File: src/rtl/mem_1rw_byte_mask_rmw_initiator.sv
// Client front end for a single-port SRAM without a write mask: full-mask writes pass
// straight through, partial-mask writes become read + merged write, reads return on valid/yumi.
module mem_1rw_byte_mask_rmw_initiator #(
    parameter int width_p = 64,
    parameter int els_p = 512,
    localparam int addr_width_lp = $clog2(els_p),
    localparam int write_mask_width_lp = width_p >> 3
) (
    input  logic                           clk_i,
    input  logic                           reset_i,
    input  logic                           v_i,
    output logic                           ready_o,
    input  logic                           w_i,
    input  logic [addr_width_lp-1:0]       addr_i,
    input  logic [width_p-1:0]             data_i,
    input  logic [write_mask_width_lp-1:0] write_mask_i,
    output logic                           v_o,
    output logic [width_p-1:0]             data_o,
    input  logic                           yumi_i,
    output logic                           mem_v_o,
    output logic                           mem_w_o,
    output logic [addr_width_lp-1:0]       mem_addr_o,
    output logic [width_p-1:0]             mem_data_o,
    input  logic [width_p-1:0]             mem_data_i
);

    typedef enum logic [1:0] {IDLE, MERGE, RESP} state_e;

    state_e                         state_r;
    logic [addr_width_lp-1:0]       addr_p1;
    logic [width_p-1:0]             data_p1;
    logic [write_mask_width_lp-1:0] mask_p1;

    logic accept;
    logic mask_full;
    logic mask_none;
    logic partial_wr;

    function automatic logic [width_p-1:0] merge_bytes(
        input logic [width_p-1:0]             new_data,
        input logic [width_p-1:0]             old_data,
        input logic [write_mask_width_lp-1:0] mask
    );
        logic [width_p-1:0] merged;
        merged = old_data;
        for (int i = 0; i < write_mask_width_lp; i++) begin
            if (mask[i]) merged[8*i +: 8] = new_data[8*i +: 8];
        end
        return merged;
    endfunction

    assign ready_o    = ~reset_i & ((state_r == IDLE) | ((state_r == RESP) & yumi_i));
    assign accept     = v_i & ready_o;
    assign mask_full  = &write_mask_i;
    assign mask_none  = ~|write_mask_i;
    assign partial_wr = w_i & ~mask_full & ~mask_none;

    // The memory holds its last read word, so the response is served straight from it.
    assign v_o    = ~reset_i & (state_r == RESP);
    assign data_o = mem_data_i;

    always_comb begin
        mem_v_o    = 1'b0;
        mem_w_o    = 1'b0;
        mem_addr_o = addr_i;
        mem_data_o = data_i;
        if (!reset_i) begin
            if (state_r == MERGE) begin
                mem_v_o    = 1'b1;
                mem_w_o    = 1'b1;
                mem_addr_o = addr_p1;
                mem_data_o = merge_bytes(data_p1, mem_data_i, mask_p1);
            end else if (accept) begin
                if (!w_i) begin
                    mem_v_o = 1'b1;
                end else if (mask_full) begin
                    mem_v_o = 1'b1;
                    mem_w_o = 1'b1;
                end else if (!mask_none) begin
                    mem_v_o = 1'b1;
                end
            end
        end
    end

    always_ff @(posedge clk_i) begin
        if (reset_i) begin
            state_r <= IDLE;
        end else begin
            case (state_r)
                MERGE: state_r <= IDLE;
                IDLE, RESP: begin
                    if (accept) begin
                        if (!w_i)            state_r <= RESP;
                        else if (partial_wr) state_r <= MERGE;
                        else                 state_r <= IDLE;
                    end else if (state_r == RESP && yumi_i) begin
                        state_r <= IDLE;
                    end
                end
                default: state_r <= IDLE;
            endcase
        end
    end

    // Partial-write operands held for the merge cycle
    always_ff @(posedge clk_i) begin
        if (accept && partial_wr) begin
            addr_p1 <= addr_i;
            data_p1 <= data_i;
            mask_p1 <= write_mask_i;
        end
    end

endmodule

File: config.mk
export PLATFORM = sky130hd
export DESIGN_NAME = mem_1rw_byte_mask_rmw_initiator
export DESIGN_NICKNAME = d
export VERILOG_FILES = /design/src/rtl/mem_1rw_byte_mask_rmw_initiator.sv
export SDC_FILE = /design/constraint.sdc
export NUM_CORES = 1
export LEC_CHECK = 0
export CAP_MARGIN = 10
export CORE_AREA = 2 2 114 116
export DETAILED_ROUTE_END_ITERATION = 10
export DIE_AREA = 0 0 116 118
export PLACE_DENSITY = 0.81
export REMOVE_ABC_BUFFERS = 1
export SYNTH_ARGS = -nofsm -noshare
export SYNTH_HDL_FRONTEND = slang
export SYNTH_SLANG_ARGS = --single-unit
File: constraint.sdc
create_clock -name clk_i -period 19.05 [get_ports clk_i]
set_clock_uncertainty 0.05 [all_clocks]
set_input_delay 2.8575 -clock clk_i [delete_from_list [all_inputs] [get_ports clk_i]]
set_output_delay 2.8575 -clock clk_i [all_outputs]
set_load 0.01 [all_outputs]
==> results.json, run 1 <==
{
  "path_clk_slew_ps": 60,
  "end_kind": "primary output",
  "synth_area_um2": 4566,
  "cp.depth": 6,
  "drtPass1Iterations": 4,
  "hold_viol": 0,
  "rsz0062_at_grt": "no",
  "grt_usage": 0.1846,
  "nFillCells": 1017,
  "die_area_um2": 13690,
  "leakagePower_uw": 0.002749,
  "rows": 41,
  "viasPerCell": 4.651,
  "io_buffers": 290,
  "clock-root-buffer": "clkbuf_16",
  "antenna_cells": 0,
  "critPathTopFamily": "buffers and inverters",
  "start_util": 0.3678,
  "rr_startpoint": "state_r[0]",
  "endpoint": "mem_addr_o[3]",
  "comb_power_share": 0.199,
  "design.core.area_um2": 12410,
  "syn2layout_area_growth_pct": 62.78,
  "dr.first_iter.drc_count": 109,
  "swShare": 0.2108,
  "htreeDepth": 3,
  "worstSetupStartpoint": "reset_i",
  "intPower_uw": 414.1,
  "drv_slew": 0,
  "clock_path_buffers": 2,
  "power_density_nw_per_um2": 70.59,
  "criticalPathCategory": "in -> out",
  "grt_pass1_wl_um": 19480,
  "clkPwrFrac": 0.400,
  "fin_crit_ps": 8620,
  "cap_violations": 0,
  "yosysWarnings": 0,
  "antenna_found_initial": 0,
  "cts.sinks": 83,
  "vias": 3665,
  "p_sw_uw": 110.6,
  "final_common_cell": "clkdlybuf4s50_1",
  "cts_hold_buf": 0,
  "drive_above_1_share": 0.04708,
  "status": "complete, no violations",
  "grt_overflow": 0,
  "peakVddDrop_mv": 0.03615,
  "ff2ff_setup_slack_ps": 17080,
  "r2r-end": "data_p1[62]",
  "netlist.area_leader.share": 0.5327,
  "postCtsSetupRepairBufs": 0,
  "cts_resized": 0,
  "die_h_um": 118,
  "final_antenna_net_count": 0,
  "arrival_ps": 5710,
  "start_kind": "input port",
  "worst_r2r_path_depth": 4,
  "yosys.area.top_type": "edfxtp_1",
  "cp_slowest_cell": "buf_4",
  "cts_buffers": 9,
  "postSynthCellCount": 393,
  "finalPower_uw": 524.7,
  "final_area_um2": 7432,
  "cts_tree": "done",
  "place_congestion": 0.7680,
  "clk_latency_ps": 330,
  "max_stage_delay_ps": 670,
  "crit_buf_inv": 4,
  "drt-total-wl_um": 12890,
  "tightestPinTransition_ps": 705.0,
  "first_global_vias": 3830,
  "hpwl_um": 9961,
  "hold_path.class": "reg -> reg",
  "setup_viol": 0,
  "power_frac_seq": 0.400,
  "io-pin-count": 291,
  "wl_per_cell_um": 16.36,
  "grt_max_degree": 74,
  "ys_seq_area_frac": 0.5415,
  "nets": 761,
  "max_slew_margin": 0.5300,
  "synth-seq-cells": 83,
  "yosysUniqueCellTypes": 21,
  "fmax_ghz": 0.1160,
  "path_max_fanout": 73,
  "crit_required_ps": 16140,
  "fin_crit_sh": 0.4525,
  "crit_path_cell_trace": "clkdlybuf4s50_1 -> nor3b_4 -> buf_4 -> buf_4 -> mux2_2 -> clkdlybuf4s50_1",
  "synth.avg_cell_area_um2": 11.62,
  "finalSetupTns_ps": 0,
  "layout_common_cells": "clkdlybuf4s50_1 (290), edfxtp_1 (81), nor2_1 (68), mux2i_1 (64), a21oi_1 (64)",
  "synth.area.top_cells": "edfxtp_1 (53%), mux2i_1 (14%), buf_4 (11%)",
  "drc": 0,
  "dpl_cell_area_um2": 7074,
  "fp.dieW_um": 116
}
worst min-delay path, stage by stage (launching register included):
cell and delay [ps]:
dfxtp_1 370, nand2b_1 130, a21boi_0 90
synthesized netlist by cell type:
master / instances
mux2_2: 9
nor3b_2: 1
clkbuf_1: 2
edfxtp_1: 81
dfxtp_1: 2
and2_1: 2
a211o_1: 1
buf_2: 4
nand4_1: 3
a31oi_1: 1
a21oi_1: 64
buf_6: 10
buf_4: 65
nor3_1: 2
o32ai_1: 1
a21boi_0: 1
nand2b_1: 4
or4_1: 2
mux2i_1: 64
nor2_1: 68
buf_1: 6
layout make-up:
type | instances | area, um^2 | area share
Timing Repair Buffer | 294 | 2933 | 0.3946
Sequential cell | 83 | 2472 | 0.3327
Multi-Input combinational cell | 223 | 1454 | 0.1956
Clock buffer | 11 | 232.7 | 0.03131
Tap cell | 172 | 215.2 | 0.02896
Clock inverter | 5 | 125.1 | 0.01684
cells by family after synthesis:
group | synth area share
buffers and inverters | 0.1425
flip-flops | 0.5415
AND/OR/NAND/NOR | 0.07646
multiplexers | 0.1625
AO/OA/AOI/OAI | 0.07701
how the worst min path moves through the flow:
stage                          start         end  slack [ps]  depth (start not counted)
after floorplan           state_r[1]  state_r[1]         480                          2
after global placement    state_r[1]  state_r[1]         530                          2
after detailed placement  state_r[1]  state_r[1]         570                          2
after CTS                 state_r[1]  state_r[1]         580                          2
after global routing      state_r[1]  state_r[1]         630                          2
final                     state_r[1]  state_r[1]         590                          2
stage by stage:
step                        util  instances  hold slack [ps]  setup slack, ps
after floorplan                -        306            483.3             8659
after global placement    0.5698        772            531.0            10490
after global routing      0.5987        788            633.2            10280
final                     0.5987        788            588.2            10430
after CTS                 0.5987        788            581.4            10450
after detailed placement  0.5698        772            573.3            10460
power groups by stage:
| stage | clock (uW) | sequential, uW | combinational, uW |
|---|---|---|---|
| finish | 210 | 210 | 105 |
| global route | 223 | 211 | 111 |
| CTS | 215 | 210 | 106 |
| detailed placement | 0 | 214 | 105 |
| global placement | 0 | 214 | 103 |
| floorplan | 0 | 214 | 25.8 |
state kept, by name (all words and copies together), names as in the netlist:
register  cells
addr_p1       9
state_r       2
data_p1      64
mask_p1       8
metal layers:
metal	track usage	vias up	part of all wire
met2	0.3366	182	0.52
met3	0.05664	20	0.080
met5	0	-	0
li1	-	1806	-
met4	0.06920	0	0.020
met1	0.1960	1657	0.38
Note: power is estimated with default switching activity, not from simulation.
==> run 2, diff against run 1 <==
--- a/config.mk
+++ b/config.mk
@@ -6,10 +6,10 @@
 export NUM_CORES = 1
 export LEC_CHECK = 0
 export CAP_MARGIN = 10
-export CORE_AREA = 2 2 114 116
+export CORE_ASPECT_RATIO = 1.25
+export CORE_UTILIZATION = 34
 export DETAILED_ROUTE_END_ITERATION = 10
-export DIE_AREA = 0 0 116 118
-export PLACE_DENSITY = 0.81
+export PLACE_DENSITY = 0.79
 export REMOVE_ABC_BUFFERS = 1
 export SYNTH_ARGS = -nofsm -noshare
 export SYNTH_HDL_FRONTEND = slang
==> constraint.sdc (replaced) <==
create_clock -name clk_i -period 7.6 [get_ports clk_i]
set_clock_uncertainty 0.05 [all_clocks]
set_input_delay 1.14 -clock clk_i [delete_from_list [all_inputs] [get_ports clk_i]]
set_output_delay 1.14 -clock clk_i [all_outputs]
set_load 0.01 [all_outputs]
==> results.json, run 2 (synthesized netlist as in run 1, its figures left out) <==
{
  "status": "complete, no violations",
  "path_max_fanout": 73,
  "largest_register_ffs": 64,
  "drtPass1Iterations": 5,
  "hold_path.class": "reg -> reg",
  "clk_latency_ps": 330,
  "fmax_ghz": 0.2163,
  "peakVddDrop_mv": 0.08935,
  "max_slew_margin": 0.5031,
  "dr.first_iter.drc_count": 152,
  "criticalPathCategory": "in -> out",
  "arrival_ps": 3430,
  "cts_hold_buf": 0,
  "nets": 761,
  "tightestPinTransition_ps": 745.4,
  "final_antenna_net_count": 0,
  "htreeDepth": 3,
  "first_global_vias": 3901,
  "die_h_um": 131.6,
  "io-pin-count": 291,
  "end_kind": "primary output",
  "worst_r2r_path_depth": 4,
  "postCtsSetupRepairBufs": 0,
  "fin_util": 0.5602,
  "worstSetupStartpoint": "reset_i",
  "layout_common_cells": "clkdlybuf4s50_1 (290), edfxtp_1 (81), nor2_1 (68), mux2i_1 (64), a21oi_1 (64)",
  "io_buffers": 290,
  "regMostFlops": "data_p1",
  "fp.dieW_um": 105.6,
  "rows": 47,
  "r2r-end": "mask_p1[7]",
  "cts_buffers": 9,
  "hold_depth": 2,
  "fin_crit_ps": 4622,
  "antenna_cells": 0,
  "design.core.area_um2": 13170,
  "grt_overflow": 0,
  "reg_top3": "data_p1 (64), addr_p1 (9), mask_p1 (8)",
  "start_kind": "input port",
  "vias": 3724,
  "setup_viol": 0,
  "die_area_um2": 13900,
  "drt-total-wl_um": 13400,
  "cap_violations": 0,
  "grt_pass1_wl_um": 20510,
  "start_util": 0.3466,
  "cts_resized": 0,
  "pre_cts_ws_ps": 3012,
  "ff2ff_setup_slack_ps": 5590,
  "drive_above_1_share": 0.04870,
  "rsz0062_at_grt": "no",
  "clock-root-buffer": "clkbuf_16",
  "finalPower_uw": 1239,
  "grt_max_degree": 74,
  "grt_usage": 0.1901,
  "power_density_nw_per_um2": 167.8,
  "antenna_found_initial": 0,
  "cts_tree": "done",
  "endpoint": "mem_data_o[51]",
  "setup_slack_ps": 2978,
  "viasPerCell": 4.732,
  "fin_crit_sh": 0.6082,
  "rr_startpoint": "state_r[0]",
  "place_congestion": 0.8515,
  "cts.sinks": 83,
  "syn2layout_area_growth_pct": 61.63,
  "hpwl_um": 10330,
  "crit_required_ps": 6410,
  "drc": 0,
  "final_common_cell": "clkdlybuf4s50_1",
  "drv_slew": 0,
  "clock_path_buffers": 2,
  "wl_per_cell_um": 17.03,
  "leakagePower_uw": 0.002720,
  "path_clk_slew_ps": 70,
  "hold_viol": 0
}
==> run 2: critical path: stages <==
cell	delay, ps
clkdlybuf4s50_1	500
nor3b_4	230
buf_4	610
nor2_1	110
a21oi_1	220
clkdlybuf4s50_1	570
==> run 2: report_power, final <==
group	total (uW)	switching (uW)	leakage, uW	internal [uW]
clock network	448	176	0.000145	272
logic	264	98.8	0.00182	166
registers	526	8.24	0.000758	518
==> run 2: layer usage <==
| layer | vias up | share of wire | GRT usage |
|---|---|---|---|
| li1 | 1789 | - | - |
| met1 | 1739 | 0.38 | 0.2079 |
| met3 | 23 | 0.062 | 0.04464 |
| met4 | 0 | 0.023 | 0.07562 |
| met2 | 173 | 0.53 | 0.3486 |
| met5 | - | 0 | 0 |
==> run 2: how the worst min path moves through the flow <==
stage	start	endpoint
2_1_floorplan	state_r[1]	state_r[1]
3_3_place_gp	state_r[1]	state_r[1]
3_5_place_dp	state_r[1]	state_r[1]
4_1_cts	state_r[1]	state_r[1]
5_1_grt	state_r[1]	state_r[1]
6_report	state_r[1]	state_r[1]
==> run 2: through the flow <==
stage	setup TNS [ps]	cell area, um^2	hold slack (ps)	instances
after floorplan	-4194	3915	483.3	306
after global placement	0	7073	542.5	771
after detailed placement	0	7073	583.8	771
after CTS	0	7380	597.5	787
after global routing	0	7380	643.9	787
final	0	7380	601.9	787
==> run 2: cell type report <==
cell class                      instances  area (um^2)
Fill cell                            1172         5793
Clock buffer                           12        256.5
Multi-Input combinational cell        223         1454
Tap cell                              171        214.0
Sequential cell                        83         2472
Timing Repair Buffer                  294         2933
Clock inverter                          4        50.05
